**src/rtl/hms_multimode_clock_pkg.sv**
```systemverilog
// Shared types and limits for the multimode time-of-day / stopwatch clock.
// Field widths and wrap limits are common to both hms_counter instances.
package clock_pkg;

  typedef enum logic [1:0] {
    CLK   = 2'd0,
    SW    = 2'd1,
    SET_H = 2'd2,
    SET_M = 2'd3
  } mode_t;

  localparam int SEC_W  = 6;
  localparam int MIN_W  = 6;
  localparam int HOUR_W = 5;

  localparam logic [SEC_W-1:0]  SEC_MAX  = SEC_W'(59);
  localparam logic [MIN_W-1:0]  MIN_MAX  = MIN_W'(59);
  localparam logic [HOUR_W-1:0] HOUR_MAX = HOUR_W'(23);

endpackage

```
**src/rtl/hms_multimode_clock_counter.sv**
```systemverilog
// Hours/minutes/seconds register set with up/down stepping and field setting.
// Used both as the time-of-day counter and as the stopwatch.
module hms_counter
  import clock_pkg::*;
(
  input  logic              clk,
  input  logic              rst,
  input  logic              i_en,
  input  logic              i_ud,
  input  logic              i_clr,
  input  logic              i_incH,
  input  logic              i_incM,
  input  logic              i_zeroSec,
  output logic [SEC_W-1:0]  o_sec,
  output logic [MIN_W-1:0]  o_min,
  output logic [HOUR_W-1:0] o_hour,
  output logic              o_isZero
);

  logic [SEC_W-1:0]  r_sec, w_secNext;
  logic [MIN_W-1:0]  r_min, w_minNext;
  logic [HOUR_W-1:0] r_hour, w_hourNext;

  // Setting beats counting; zeroing the seconds is applied last so it wins.
  always_comb begin
    w_secNext  = r_sec;
    w_minNext  = r_min;
    w_hourNext = r_hour;
    if (i_clr) begin
      w_secNext  = '0;
      w_minNext  = '0;
      w_hourNext = '0;
    end else begin
      if (i_incH) begin
        w_hourNext = (r_hour == HOUR_MAX) ? '0 : r_hour + HOUR_W'(1);
      end else if (i_incM) begin
        w_minNext = (r_min == MIN_MAX) ? '0 : r_min + MIN_W'(1);
      end else if (i_en) begin
        if (i_ud) begin
          if (r_sec == SEC_MAX) begin
            w_secNext = '0;
            if (r_min == MIN_MAX) begin
              w_minNext  = '0;
              w_hourNext = (r_hour == HOUR_MAX) ? '0 : r_hour + HOUR_W'(1);
            end else begin
              w_minNext = r_min + MIN_W'(1);
            end
          end else begin
            w_secNext = r_sec + SEC_W'(1);
          end
        end else begin
          if (r_sec == '0) begin
            w_secNext = SEC_MAX;
            if (r_min == '0) begin
              w_minNext  = MIN_MAX;
              w_hourNext = (r_hour == '0) ? HOUR_MAX : r_hour - HOUR_W'(1);
            end else begin
              w_minNext = r_min - MIN_W'(1);
            end
          end else begin
            w_secNext = r_sec - SEC_W'(1);
          end
        end
      end
      if (i_zeroSec) begin
        w_secNext = '0;
      end
    end
  end

  always_ff @(posedge clk or negedge rst) begin
    if (!rst) begin
      r_sec  <= '0;
      r_min  <= '0;
      r_hour <= '0;
    end else begin
      r_sec  <= w_secNext;
      r_min  <= w_minNext;
      r_hour <= w_hourNext;
    end
  end

  assign o_sec    = r_sec;
  assign o_min    = r_min;
  assign o_hour   = r_hour;
  assign o_isZero = (r_sec == '0) && (r_min == '0) && (r_hour == '0);

endmodule

```
**src/rtl/hms_multimode_clock.sv**
```systemverilog
// Time-of-day clock plus background up/down stopwatch, a four-mode user FSM,
// one-second prescaler and optional 12-hour display conversion.
module hms_multimode_clock
  import clock_pkg::*;
#(
  parameter int DIV = 1000,
  parameter bit H24 = 1'b1
) (
  input  logic              clk,
  input  logic              rst,
  input  logic              mode_btn,
  input  logic              start_stop,
  input  logic              clear,
  input  logic              ud,
  input  logic              inc,
  output logic [SEC_W-1:0]  sec_o,
  output logic [MIN_W-1:0]  min_o,
  output logic [HOUR_W-1:0] hour_o,
  output logic              pm_o,
  output logic [1:0]        mode_o,
  output logic              sw_done,
  output logic              tick_o
);

  localparam int PW = $clog2(DIV);
  localparam logic [PW-1:0] PRESC_LAST = PW'(DIV - 1);
  localparam logic [PW-1:0] TICK_PRE   = PW'(DIV - 2);

  logic [PW-1:0] r_presc;
  logic          r_tick;
  logic          r_prevMode, r_prevSs, r_prevInc;
  mode_t         r_mode, w_modeNext;
  logic          r_run, w_runNext;
  logic          r_swDone;

  logic w_modeEdge, w_ssEdge, w_incEdge;
  logic w_todEn, w_todIncH, w_todIncM, w_todZeroSec;
  logic w_swClr, w_swEn, w_swIsOne, w_swIsZero, w_reachZero;

  logic [SEC_W-1:0]  w_todSec, w_swSec, w_selSec, r_sec;
  logic [MIN_W-1:0]  w_todMin, w_swMin, w_selMin, r_min;
  logic [HOUR_W-1:0] w_todHour, w_swHour, w_selHour, w_dispHour, r_hour;
  logic              w_dispPm, r_pm;

  // The tick is registered one count early so it is high while the count is DIV-1.
  always_ff @(posedge clk or negedge rst) begin
    if (!rst) begin
      r_presc    <= '0;
      r_tick     <= 1'b0;
      r_prevMode <= 1'b0;
      r_prevSs   <= 1'b0;
      r_prevInc  <= 1'b0;
    end else begin
      r_presc    <= (r_presc == PRESC_LAST) ? '0 : r_presc + PW'(1);
      r_tick     <= (r_presc == TICK_PRE);
      r_prevMode <= mode_btn;
      r_prevSs   <= start_stop;
      r_prevInc  <= inc;
    end
  end

  assign w_modeEdge = mode_btn & ~r_prevMode;
  assign w_ssEdge   = start_stop & ~r_prevSs;
  assign w_incEdge  = inc & ~r_prevInc;

  always_ff @(posedge clk or negedge rst) begin
    if (!rst) begin
      r_mode <= CLK;
    end else begin
      r_mode <= w_modeNext;
    end
  end

  always_comb begin
    w_modeNext = r_mode;
    if (w_modeEdge) begin
      case (r_mode)
        CLK:     w_modeNext = SW;
        SW:      w_modeNext = SET_H;
        SET_H:   w_modeNext = SET_M;
        default: w_modeNext = CLK;
      endcase
    end
  end

  // All controls decode the pre-edge mode and run flag, which gives the
  // "old value" behaviour for simultaneous tick/button events.
  always_comb begin
    w_todEn      = r_tick & ((r_mode == CLK) | (r_mode == SW));
    w_todIncH    = w_incEdge & (r_mode == SET_H);
    w_todIncM    = w_incEdge & (r_mode == SET_M);
    w_todZeroSec = w_modeEdge & (r_mode == SW);
    w_swClr      = clear & (r_mode == SW);
    w_swEn       = r_tick & r_run;
    w_swIsOne    = (w_swSec == SEC_W'(1)) && (w_swMin == '0) && (w_swHour == '0);
    w_reachZero  = w_swEn & ~ud & w_swIsOne & ~w_swClr;
    w_runNext    = r_run;
    if (w_swClr) begin
      w_runNext = 1'b0;
    end else if (w_ssEdge && (r_mode == SW)) begin
      w_runNext = ~r_run & ~(~ud & w_swIsZero);
    end else if (w_reachZero) begin
      w_runNext = 1'b0;
    end
  end

  always_ff @(posedge clk or negedge rst) begin
    if (!rst) begin
      r_run    <= 1'b0;
      r_swDone <= 1'b0;
    end else begin
      r_run    <= w_runNext;
      r_swDone <= w_reachZero;
    end
  end

  hms_counter u_tod (
    .clk       (clk),
    .rst       (rst),
    .i_en      (w_todEn),
    .i_ud      (1'b1),
    .i_clr     (1'b0),
    .i_incH    (w_todIncH),
    .i_incM    (w_todIncM),
    .i_zeroSec (w_todZeroSec),
    .o_sec     (w_todSec),
    .o_min     (w_todMin),
    .o_hour    (w_todHour),
    .o_isZero  ()
  );

  hms_counter u_sw (
    .clk       (clk),
    .rst       (rst),
    .i_en      (w_swEn),
    .i_ud      (ud),
    .i_clr     (w_swClr),
    .i_incH    (1'b0),
    .i_incM    (1'b0),
    .i_zeroSec (1'b0),
    .o_sec     (w_swSec),
    .o_min     (w_swMin),
    .o_hour    (w_swHour),
    .o_isZero  (w_swIsZero)
  );

  always_comb begin
    w_selSec   = (r_mode == SW) ? w_swSec  : w_todSec;
    w_selMin   = (r_mode == SW) ? w_swMin  : w_todMin;
    w_selHour  = (r_mode == SW) ? w_swHour : w_todHour;
    w_dispHour = w_selHour;
    w_dispPm   = 1'b0;
    if (!H24) begin
      w_dispPm = (w_selHour >= HOUR_W'(12));
      if (w_selHour == '0) begin
        w_dispHour = HOUR_W'(12);
      end else if (w_selHour > HOUR_W'(12)) begin
        w_dispHour = w_selHour - HOUR_W'(12);
      end
    end
  end

  always_ff @(posedge clk or negedge rst) begin
    if (!rst) begin
      r_sec  <= '0;
      r_min  <= '0;
      r_hour <= H24 ? '0 : HOUR_W'(12);
      r_pm   <= 1'b0;
    end else begin
      r_sec  <= w_selSec;
      r_min  <= w_selMin;
      r_hour <= w_dispHour;
      r_pm   <= w_dispPm;
    end
  end

  assign sec_o   = r_sec;
  assign min_o   = r_min;
  assign hour_o  = r_hour;
  assign pm_o    = r_pm;
  assign mode_o  = r_mode;
  assign sw_done = r_swDone;
  assign tick_o  = r_tick;

endmodule

```
**config.mk**
```make
export PLATFORM = sky130hd
export DESIGN_NAME = hms_multimode_clock
export DESIGN_NICKNAME = d
export VERILOG_FILES = /design/src/rtl/hms_multimode_clock_pkg.sv /design/src/rtl/hms_multimode_clock_counter.sv /design/src/rtl/hms_multimode_clock.sv
export SDC_FILE = /design/constraint.sdc
export NUM_CORES = 1
export LEC_CHECK = 0
export CAP_MARGIN = 15
export CORE_UTILIZATION = 50
export DETAILED_ROUTE_END_ITERATION = 7
export PLACE_DENSITY = 0.73
export SLEW_MARGIN = 20
export SYNTH_ARGS = -nofsm -noshare
export SYNTH_HDL_FRONTEND = slang
export SYNTH_SLANG_ARGS = --single-unit
```
**constraint.sdc**
```tcl
create_clock -name clk -period 2.5 [get_ports clk]
set_clock_uncertainty 0.15 [all_clocks]
set_input_delay 0.5 -clock clk [delete_from_list [all_inputs] [get_ports clk]]
set_output_delay 0.5 -clock clk [all_outputs]
set_load 0.05 [all_outputs]
```
==> impl_results.md, run 1 <==
- Clock Power Share: 0.308
- Post-synthesis compound-gate area fraction: 0.1736
- Core area: 7408 um2
- Worst Hold Depth: 1
- Worst Path Max Fanout: 5
- RSZ-0062 raised after global routing: true
- Failing checks: setup timing
- Num CTS Buffers: 9
- Cell area after synthesis: 3928 um2
- CP Class: flip-flop to flip-flop
- Via Count: 3257
- Detail Placement HPWL: between 6000 and 7000 um
- Layout Cells excl Fill: about 560
- Power, Total: ~4.2 mW
- Worst r2r src: u_sw.o_min[1]$_DFFE_PN0P_
- Cells along the critical path: inv_2, ha_4, or3b_4, or3_4, o32a_4, or4_4, a21oi_2
- Fin crit share: 1.011
- Routed WL: between 8000 and 9000 um
- P_sw: approximately 1.5 mW
- Initial antenna violation count: 0
- Die Ht: 90.63 um
- Number of global-route vias before repair: between 3k and 4k
- Syn. warnings: 0
- Final setup viols: 1
- Fin. max-slew vios: 0
- Most frequent cells in the layout: 69 x dfrtp_1, 34 x buf_4, 29 x nor2_1
- Clk buf depth: 2
- Yosys cell types: 58
- Leakage: about 2.1 nW
- Layout Nets: ~480
- P_int: 2.781 mW
- Status: finished, violations left
- Max transition margin: 0.5702
- Met3 Track Usage GR: 0.05135
- Crit. End Element: flip-flop
- Met2 GRT Util: 0.3699
- Comb pwr share: 0.350
- Post-Synth Simple-Gate Area: 0.1813
- Layout cells sized above 1: 0.1970
- Post-synthesis xor/xnor area fraction: 0.03122
- Vias per inst: 5.806
- R2R depth: 7
- WHS Endpoint: u_tod.o_sec[5]$_DFFE_PN0P_
- Clk Latency, worst-skew pair: 0.35 ns
- Sequential area share after synthesis: 0.4396
- Hold Vio Cnt, Final: 0
- Slowest cell delay on critical path: 0.49 ns
- DRT iter0 DRCs: 267
- Post-route ant nets: 0
- Final GP Congestion: 0.8858
- Synthesized Nets: 429
- Clock sink count: 69
- Chip width: 90.63 um
- Met1 GRT Util: 0.3140
- First-pass GRT wire length: roughly 15000 um
- Adder-cell area share of the yosys netlist: 0.05734
- P per Cell Area: 872.3 nW/um2
- RR Endpoint: u_sw.o_hour[2]$_DFFE_PN0P_
- Critical Path RT: between 2 and 3 ns
- Worst Setup Start Kind: flip-flop
- Top cell type's share of synthesized area: 0.4396
- Most common cell after layout, fill and taps aside: dfrtp_1
- Critical path's slowest cell: or4_4
- Main combinational cell family by area after synthesis: simple AND/OR/NAND/NOR gates
- Root buffer cell: clkbuf_8
- Mapped Cells: 404
- Drt wl/cell: about 16 um
- Sequential power share: 0.342
- DR DRC count: 0
- GR peak layer: met2
- EDFF count, synth: 0
- Worst Setup Slack, final: -0.02734 ns
- Worst-margin pin slew: 0.6388 ns
- Top cells by area, synth: dfrtp_1 44%, mux2_2 6.6%, ha_1 5.7%, o21ai_0 2.9%, a21oi_1 2.8%
- CTS clock-pin slew for the worst setup and hold paths: 0.07 ns
- Die footprint: 8214 um2
- Iteration count of the initial detailed-routing pass: 4
- Minimum clock period: 2.527 ns
- Hold Slack: 0.3639 ns
- Flop2flop setup slack: -0.03 ns
- CTS tree: built
- Mean Syn Cell Area: 9.722 um2
- Area delta synth->final: 23.77%
- Hold wc startpoint: u_tod.o_sec[5]$_DFFE_PN0P_
- Initial Utilization: 0.5301
- Total Negative Setup Slacks: -0.02734 ns
- Mux cell area share after synthesis: 0.07869
- Fmax: 395.7 MHz
- Rows: 31
- # IOs: 29
- Antenna cells: 0
- Max-cap violations: 0
- Hold Path Class: flip-flop to flip-flop
- Sw Share: 0.3441
- Yosys reg bits: 69
- DP Cell Count: 540
- Remaining global-route overflow: 0
- Post-synth ARST share: 1.000
- Largest net degree at the start of global routing: 50
- H-tree Lvls: 3
- Worst endpoint data arrival time: 2.66 ns
- Fin util: 0.6561
- Port Buf Inserts: 27
- Peak VDD IR: 0.0005381 V
- Post-synth top flop: dfrtp_1
- Synth area leader: dfrtp_1
- Total GRT Usage: 0.2347
routing by layer:
layer / vias up / wire length [um]
li1: 1573 / -
met1: 1591 / 4128
met2: 83 / 4328
met3: 10 / 342
met4: 0 / 107
met5: - / 0
kinds of logic after synthesis:
kind of cell,after synthesis
simple gates,137
compound gates,101
flops,69
buf+inv,36
mux,28
fa+ha+maj,18
xor+xnor,14
other cells,1
power groups by stage:
stage	registers, mW	logic, mW	clock network (mW)
2_1_floorplan	1.74	0.686	0
3_3_place_gp	1.46	1.40	0
3_5_place_dp	1.47	1.43	0
4_1_cts	1.45	1.44	1.34
5_1_grt	1.48	1.62	1.39
6_report	1.45	1.48	1.31
worst max-delay path, delay by kind of cell (launching register included):
kind	cells	cell delay [ns]
and+or+nand+nor	3	1.25
DFF	1	0.39
AOI/OAI and AO/OA	2	0.46
buffers and inverters	1	0.09
adders and majority gates	1	0.13
cells in the mapped netlist (5+ instances only):
library cell,instances
dfrtp_1,69
nor2_1,29
nand2_1,28
mux2_2,23
o21ai_0,23
a21oi_1,22
nand3_1,19
ha_1,18
clkbuf_1,16
inv_1,13
nor3_1,9
xor2_1,8
nand4_1,7
nor2b_1,6
nor4_1,6
o31ai_1,6
xnor2_1,6
buf_1,5
mux2i_1,5
nand2b_1,5
o211ai_1,5
o21a_1,5
layout make-up:
| type | instances | area (um2) |
|---|---|---|
| clock buffers | 10 | 127.6 |
| inverters | 13 | 48.80 |
| fillers | 569 | 2547 |
| multi-input cells | 299 | 2102 |
| repair buffers | 65 | 573.1 |
| clock inverters | 6 | 158.9 |
| flip-flops and latches | 69 | 1727 |
| well taps | 99 | 123.9 |
what timing repair did:
| item | in CTS | in global routing |
|---|---|---|
| endpoints found under the setup margin | 2 | 5 |
| hold buffers | 1 | 0 |
| pin swaps | 3 | 5 |
| resized for setup | 2 | 9 |
| setup buffers | 0 | 4 |
| hold endpoints to repair | 20 | 0 |
through the flow:
step / worst slack [ns] / cell area, um2
after floorplan: -0.08801 / 3928
after global placement: 0.01010 / 4479
after detailed placement: -0.02740 / 4479
after CTS: 0.01552 / 4778
after global routing: -0.07860 / 4861
final: -0.02734 / 4861
sequential cells by signal (all words and copies together), names as in the netlist, 2 cells and up:
register and count:
u_sw.o_sec 6, mode_o 2, r_presc 10, u_sw.o_hour 5, u_tod.o_min 6, u_sw.o_min 6
sec_o 6, u_tod.o_hour 5, u_tod.o_sec 6, min_o 6, hour_o 5
how the worst max path moves through the flow:
| stage | from | end | slack (ns) | depth (start not counted) |
|---|---|---|---|---|
| final | u_sw.o_min[1]$_DFFE_PN0P_ | u_sw.o_hour[2]$_DFFE_PN0P_ | -0.03 | 7 |
| after global routing | u_sw.o_min[1]$_DFFE_PN0P_ | u_sw.o_hour[3]$_DFFE_PN0P_ | -0.08 | 9 |
| after CTS | u_sw.o_min[1]$_DFFE_PN0P_ | u_sw.o_hour[2]$_DFFE_PN0P_ | 0.02 | 7 |
| after detailed placement | u_sw.o_min[0]$_DFFE_PN0P_ | u_sw.o_hour[2]$_DFFE_PN0P_ | -0.03 | 7 |
| after global placement | u_sw.o_min[0]$_DFFE_PN0P_ | u_sw.o_hour[2]$_DFFE_PN0P_ | 0.01 | 7 |
| after floorplan | u_sw.o_min[0]$_DFFE_PN0P_ | u_sw.o_hour[2]$_DFFE_PN0P_ | -0.09 | 7 |
Power figures use the tool's default switching activity.
==> run 2: changes to the inputs <==
--- a/config.mk
+++ b/config.mk
@@ -8,7 +8,7 @@
 export CAP_MARGIN = 15
 export CORE_UTILIZATION = 50
 export DETAILED_ROUTE_END_ITERATION = 7
-export PLACE_DENSITY = 0.73
+export PLACE_DENSITY = 0.74
 export SLEW_MARGIN = 20
 export SYNTH_ARGS = -nofsm -noshare
 export SYNTH_HDL_FRONTEND = slang
==> impl_results.md, run 2 (synthesis gave the netlist of run 1 again) <==
- # IOs: 29 (unchanged)
- Num CTS Buffers: 9 (unchanged)
- CTS tree: built (unchanged)
- Fin util: 0.6426 (was 0.6561)
- Hold Vio Cnt, Final: 0 (unchanged)
- Rows: 31 (unchanged)
- Number of global-route vias before repair: 3249 (was 3261)
- H-tree Lvls: 3 (unchanged)
- P per Cell Area: 790.8 nW/um2 (was 872.3 nW/um2)
- Worst endpoint data arrival time: 2.63 ns (was 2.66 ns)
- Cells along the critical path: inv_2, ha_4, or3b_4, or3_4, o32a_4, or4_4, a21oi_2 (unchanged)
- Largest net degree at the start of global routing: 34 (was 50)
- Critical Path RT: 2.63 ns (about the same)
- Crit. End Element: flip-flop (unchanged)
- Iteration count of the initial detailed-routing pass: 4 (unchanged)
- Detail Placement HPWL: 6146 um (was 6078 um)
- Total GRT Usage: 0.2293 (was 0.2347)
- Status: completed (was finished, violations left)
- Root buffer cell: clkbuf_8 (unchanged)
- Area delta synth->final: 21.22% (was 23.77%)
- Fmax: 400.6 MHz (was 395.7 MHz)
- Leakage: 2.109 nW (was 2.142 nW)
- Initial Utilization: 0.5301 (unchanged)
- Critical path's slowest cell: or4_4 (unchanged)
- Max-cap violations: 0 (unchanged)
- Clock sink count: 69 (unchanged)
- Hold Slack: 0.3529 ns (was 0.3639 ns)
- RSZ-0062 raised after global routing: true (unchanged)
- Routed WL: 8612 um (was 8907 um)
- Initial antenna violation count: 0 (unchanged)
- DRT iter0 DRCs: 222 (was 267)
- Max transition margin: 0.5923 (was 0.5702)
- Remaining global-route overflow: 0 (unchanged)
- Filler instances: 638 (was 569)
- CP Class: flip-flop to flip-flop (unchanged)
- Design area: 4761 um2 (was 4861 um2)
- Minimum clock period: 2.496 ns (was 2.527 ns)
- DR DRC count: 0 (unchanged)
- Worst-margin pin slew: 0.6075 ns (was 0.6388 ns)
- Power, Total: 3.765 mW (was 4.240 mW)
- Max FFs per register: 10 (unchanged)
- Fin crit share: 0.9984 (was 1.011)
- Clk buf depth: 2 (unchanged)
- Clk Latency, worst-skew pair: 0.35 ns (about the same)
- Most frequent cells in the layout: 69 x dfrtp_1, 39 x buf_4, 29 x nor2_1 (was 69 x dfrtp_1, 34 x buf_4, 29 x nor2_1)
- Area of placed instances: 4502 um2 (was 4479 um2)
- Drt wl/cell: 15.27 um (was 15.88 um)
- CP Buf/Inv Count: 1 (unchanged)
- Final GP Congestion: 0.8723 (was 0.8858)
- Die footprint: 8214 um2 (unchanged)
- Fin. max-slew vios: 0 (unchanged)
- Peak VDD IR: 0.0004615 V (was 0.0005381 V)
- Worst Path Max Fanout: 3 (was 5)
- Layout cells sized above 1: 0.2022 (was 0.1970)
- Hold Path Class: flip-flop to flip-flop (unchanged)
- Post-route ant nets: 0 (unchanged)
- Chip width: 90.63 um (unchanged)
- Flop2flop setup slack: 0.004 ns (was -0.03 ns)
- Antenna cells: 0 (unchanged)
- Port Buf Inserts: 27 (unchanged)
- Family with the most delay on the worst path: simple AND/OR/NAND/NOR gates (unchanged)
- Final setup viols: 0 (was 1)
- Most common cell after layout, fill and taps aside: dfrtp_1 (unchanged)
- Layout Nets: 485 (was 482)
- Vias per inst: 5.842 (was 5.806)
- Via Count: 3295 (was 3257)
- Die Ht: 90.63 um (unchanged)
- Slowest cell delay on critical path: 0.49 ns (about the same)
- Core area: 7408 um2 (unchanged)
- CTS clock-pin slew for the worst setup and hold paths: 0.08 ns (was 0.07 ns)
- Worst Setup Start Kind: flip-flop (unchanged)
- Most flops, register: r_presc (unchanged)
- First-pass GRT wire length: 15020 um (was 15330 um)
[run 2: cell types whose count changed in the layout (fill, tap and decap cells not counted), moves of 2 or more]
cell / delta
bufinv_16: -5
clkbuf_8: +2
clkinv_2: +2
buf_6: -2
buf_4: +5
[run 2: cell type report]
| type | count | area (um2) | area share |
|---|---|---|---|
| Clock buffer | 11 | 151.4 | 0.03180 |
| Clock inverter | 5 | 35.03 | 0.007359 |
| Inverter | 13 | 48.80 | 0.01025 |
| Multi-Input combinational cell | 299 | 2087 | 0.4384 |
| Sequential cell | 69 | 1727 | 0.3627 |
| Tap cell | 99 | 123.9 | 0.02602 |
| Timing Repair Buffer | 68 | 588.1 | 0.1235 |
[run 2: what timing repair did]
| item | in CTS | in global routing |
|---|---|---|
| hold endpoints to repair | 18 | 0 |
| endpoints found under the setup margin | 2 | 4 |
| hold buffers | 1 | 0 |
| pin swaps | 2 | 2 |
| gates cloned | 0 | 0 |
| setup buffers | 2 | 2 |
| gates resized for setup | 2 | 5 |
[run 2: worst paths after layout]
check	depth (start not counted)	startpoint	to
min	1	r_presc[0]$_DFF_PN0_	r_presc[0]$_DFF_PN0_
max	7	u_sw.o_min[0]$_DFFE_PN0P_	u_sw.o_hour[2]$_DFFE_PN0P_
min reg2reg	1	r_presc[0]$_DFF_PN0_	r_presc[0]$_DFF_PN0_
max in group asynchronous	3	rst	u_sw.o_min[3]$_DFFE_PN0P_
min in group asynchronous	2	rst	u_sw.o_hour[4]$_DFFE_PN0P_
max reg2reg	7	u_sw.o_min[0]$_DFFE_PN0P_	u_sw.o_hour[2]$_DFFE_PN0P_
[run 2: layer usage]
metal / part of all wire / global-route usage / up-vias
met3: 0.045 / 0.03620 / 15
met1: 0.45 / 0.2997 / 1605
li1: - / - / 1588
met4: 0.018 / 0.09812 / 0
met2: 0.49 / 0.3769 / 87
met5: 0 / 0 / -
[run 2: stage by stage]
| stage | std cells | setup TNS (ns) | worst slack [ns] |
|---|---|---|---|
| 4_1_cts | 562 | 0 | 0.003481 |
| 2_1_floorplan | 404 | -0.08801 | -0.08801 |
| 3_5_place_dp | 543 | -0.02785 | -0.02785 |
| 6_report | 564 | 0 | 0.004020 |
| 3_3_place_gp | 543 | 0 | 0.01015 |
| 5_1_grt | 564 | -0.06306 | -0.06061 |
[run 2: worst register-to-register path, stage by stage (launching register included)]
cell	delay, ns
dfrtp_1	0.39
inv_2	0.08
ha_4	0.13
or3b_4	0.37
or3_4	0.34
o32a_4	0.32
or4_4	0.49
a21oi_2	0.15
[run 2: power breakdown]
| part | switching, mW | internal, mW | leakage (nW) |
|---|---|---|---|
| sequential | 0.156 | 1.29 | 0.895 |
| combinational | 0.851 | 0.611 | 1.12 |
| clock | 0.440 | 0.414 | 0.0953 |
==> variant (flow settings as in run 2) <==
Register the output `pm_o` once more, with the module's reset; this adds one clock of latency there. The other outputs are not delayed to match.
--- a/src/rtl/hms_multimode_clock.sv
+++ b/src/rtl/hms_multimode_clock.sv
@@ -177,7 +177,13 @@
   assign sec_o   = r_sec;
   assign min_o   = r_min;
   assign hour_o  = r_hour;
-  assign pm_o    = r_pm;
+  always_ff @(posedge clk or negedge rst) begin
+    if (!rst) begin
+      pm_o <= '0;
+    end else begin
+      pm_o <= r_pm;
+    end
+  end
   assign mode_o  = r_mode;
   assign sw_done = r_swDone;
   assign tick_o  = r_tick;
Formal check against the unedited RTL: equivalent (equiv_simple and equiv_induct, registers matched by name and starting in step).
==> variant against run 2 <==
Sequential share of layout area grew 1.2 points. Critical endpoint is now tick_o. Worst setup slack gained 160 ps. Highest routed layer unchanged. Routed wire length grew 1.2%. Power shrank 0.41%. Area after synthesis is essentially flat. Synthesized cell count grew 1.7%. Sequential cell count is the same. Design area shrank 3.2%.
==> variant: results (changes against run 2) <==
{| class="wikitable"
! Metric !! Value
|-
| Register name with the most flops || r_presc
|-
| Global Route Usage Sum || 0.229 (-0.000644)
|-
| Switching share of total power || 0.366 (-0.0183)
|-
| CP top delay family || buffers and inverters
|-
| Net count after synthesis || 436 (+1.6%)
|-
| Run status || finished clean
|-
| Wire length of the first global-routing pass || 15000 microns (about the same)
|-
| N_diodes || 0 (unchanged)
|-
| Transition time at the pin with the least slew margin || 617 ps (+9.86 ps)
|-
| Yosys warns || 0 (unchanged)
|-
| Non-Filler Instances || 551 (-2.3%)
|-
| Sequential-to-total area share from yosys stat || 0.439 (about the same)
|-
| Clock Pin Slew Worst Setup and Hold Paths || 80 ps (about the same)
|-
| Setup violations, final || 0 (unchanged)
|-
| Unique cell type count in the Yosys netlist || 61 (+5.2%)
|-
| WHS || 362 ps (+9.13 ps)
|-
| Max IR drop VDD || 0.623 mV (+35%)
|-
| Standard cell with the maximum stage delay on the critical path || clkdlybuf4s50_1
|-
| Clock latency of the later-clocked register in the worst-skew pair || 350 ps (about the same)
|-
| Setup repair bufs after CTS || 0 (-2)
|-
| Number of global-route vias before repair || 3205 (-1.4%)
|-
| Met1 global-route usage || 0.298 (-0.00131)
|-
| GPL Wtd Cong || 0.875 (+0.25%)
|-
| Maximum number of pins on one net before global-route repair || 27 (-21%)
|-
| Fraction of layout instances using a drive strength above 1 || 0.146 (-0.0561)
|-
| Max incr delay on CP || 850 ps (+360 ps)
|-
| Worst Hold Class || input port to async pin
|-
| Longest Clk Path Bufs || 2 (unchanged)
|-
| Pre-CTS setup slack || -35.5 ps (-7.68 ps)
|-
| Biggest area contributors in the synthesized netlist || dfrtp_1 (44%), ha_1 (5.7%), mux2_2 (5.7%)
|-
| Clock tree root driver cell || clkbuf_8
|-
| Number of input and output port buffers inserted || 27 (unchanged)
|-
| LEAKAGE || 2.02 nW (-4.3%)
|-
| Largest driver fanout on the critical path || 5 (+2)
|-
| Synthesized area per cell || 9.57 sq um (-1.6%)
|-
| Number of nets in the layout || 472 (-2.7%)
|-
| Post-synth top cells || dfrtp_1 (69), nor2_1 (35), nand2_1 (28)
|-
| Half-perimeter wire length of the detailed placement result || 6350 microns (+3.4%)
|-
| GR Layer Usage met2 || 0.369 (-0.00758)
|-
| Initial drt markers || 310 (+40%)
|-
| H-tree levels || 3 (unchanged)
|-
| Time the final worst path needs with I/O delays and setup || 2340 ps (-155 ps)
|-
| Overall routed net length || 8710 microns (+1.2%)
|-
| Instance count after placement with tap cells included || 534 (-1.7%)
|-
| Internal reg-to-reg setup slack || 240 ps (+240 ps)
|-
| Number of detailed-route iterations in the first pass || 5 (+1)
|-
| GR Layer Usage met3 || 0.0505 (+0.0143)
|-
| Post-synthesis async set-or-reset flop share || 1.00 (unchanged)
|-
| Number of flip-flops in the largest register || 10 (unchanged)
|-
| Via-per-instance ratio || 5.86 (+0.28%)
|}
variant: path summary, 6_finish.rpt:
path / startpoint / end / cells past startpoint
min in group clk: r_presc[0] / r_presc[0] / 1
hold reg to reg: r_presc[0] / r_presc[0] / 1
setup reg to reg: u_sw.o_sec[1] / u_sw.o_hour[4] / 7
max in group asynchronous: rst / r_prevSs / 3
setup / recovery: tick_o / tick_o / 1
hold / removal: rst / u_sw.o_hour[2] / 2
variant: layer usage:
metal	vias to the layer above	wire, microns
met2	102	4220
li1	1552	-
met4	0	133
met1	1561	3960
met5	-	0
met3	13	404
variant: cell families (layout without fill, tap and decap cells):
group / Yosys count / after routing / share of synthesized area
mux: 25 / 25 / 0.0700
flops: 69 / 69 / 0.439
fa+ha+maj: 18 / 18 / 0.0573
buf+inv: 41 / 82 / 0.0452
simple gates: 147 / 147 / 0.197
xor+xnor: 12 / 12 / 0.0267
compound gates: 98 / 98 / 0.164
other cells: 1 / 1 / 0.000954
variant: power groups by stage:
stage,clock network (mW),registers (mW),logic [mW]
global placement,0,1.44,1.23
detailed placement,0,1.46,1.26
CTS,1.07,1.43,1.27
finish,1.04,1.43,1.27
floorplan,0,1.70,0.605
global route,1.10,1.46,1.38
variant: cell type report:
type | instances | area, sq um
timing repair buffer | 46 | 423
clock inverter | 6 | 93.8
tap | 99 | 124
inverter | 20 | 75.1
clock buffer | 10 | 138
fill | 600 | 2800
multi-input combinational | 301 | 2030
sequential | 69 | 1730
variant: what timing repair did:
| item | in CTS | in global routing |
|---|---|---|
| endpoints found under the setup margin | 0 | 1 |
| gates resized for setup | 0 | 1 |
| hold endpoints to repair | 5 | 0 |
| hold buffers | 1 | 0 |
variant: through the flow:
stage / area (sq um) / utilization
6_report: 4610 / 0.622
5_1_grt: 4610 / 0.622
4_1_cts: 4610 / 0.622
3_3_place_gp: 4370 / 0.589
3_5_place_dp: 4370 / 0.589
2_1_floorplan: 3930 / -
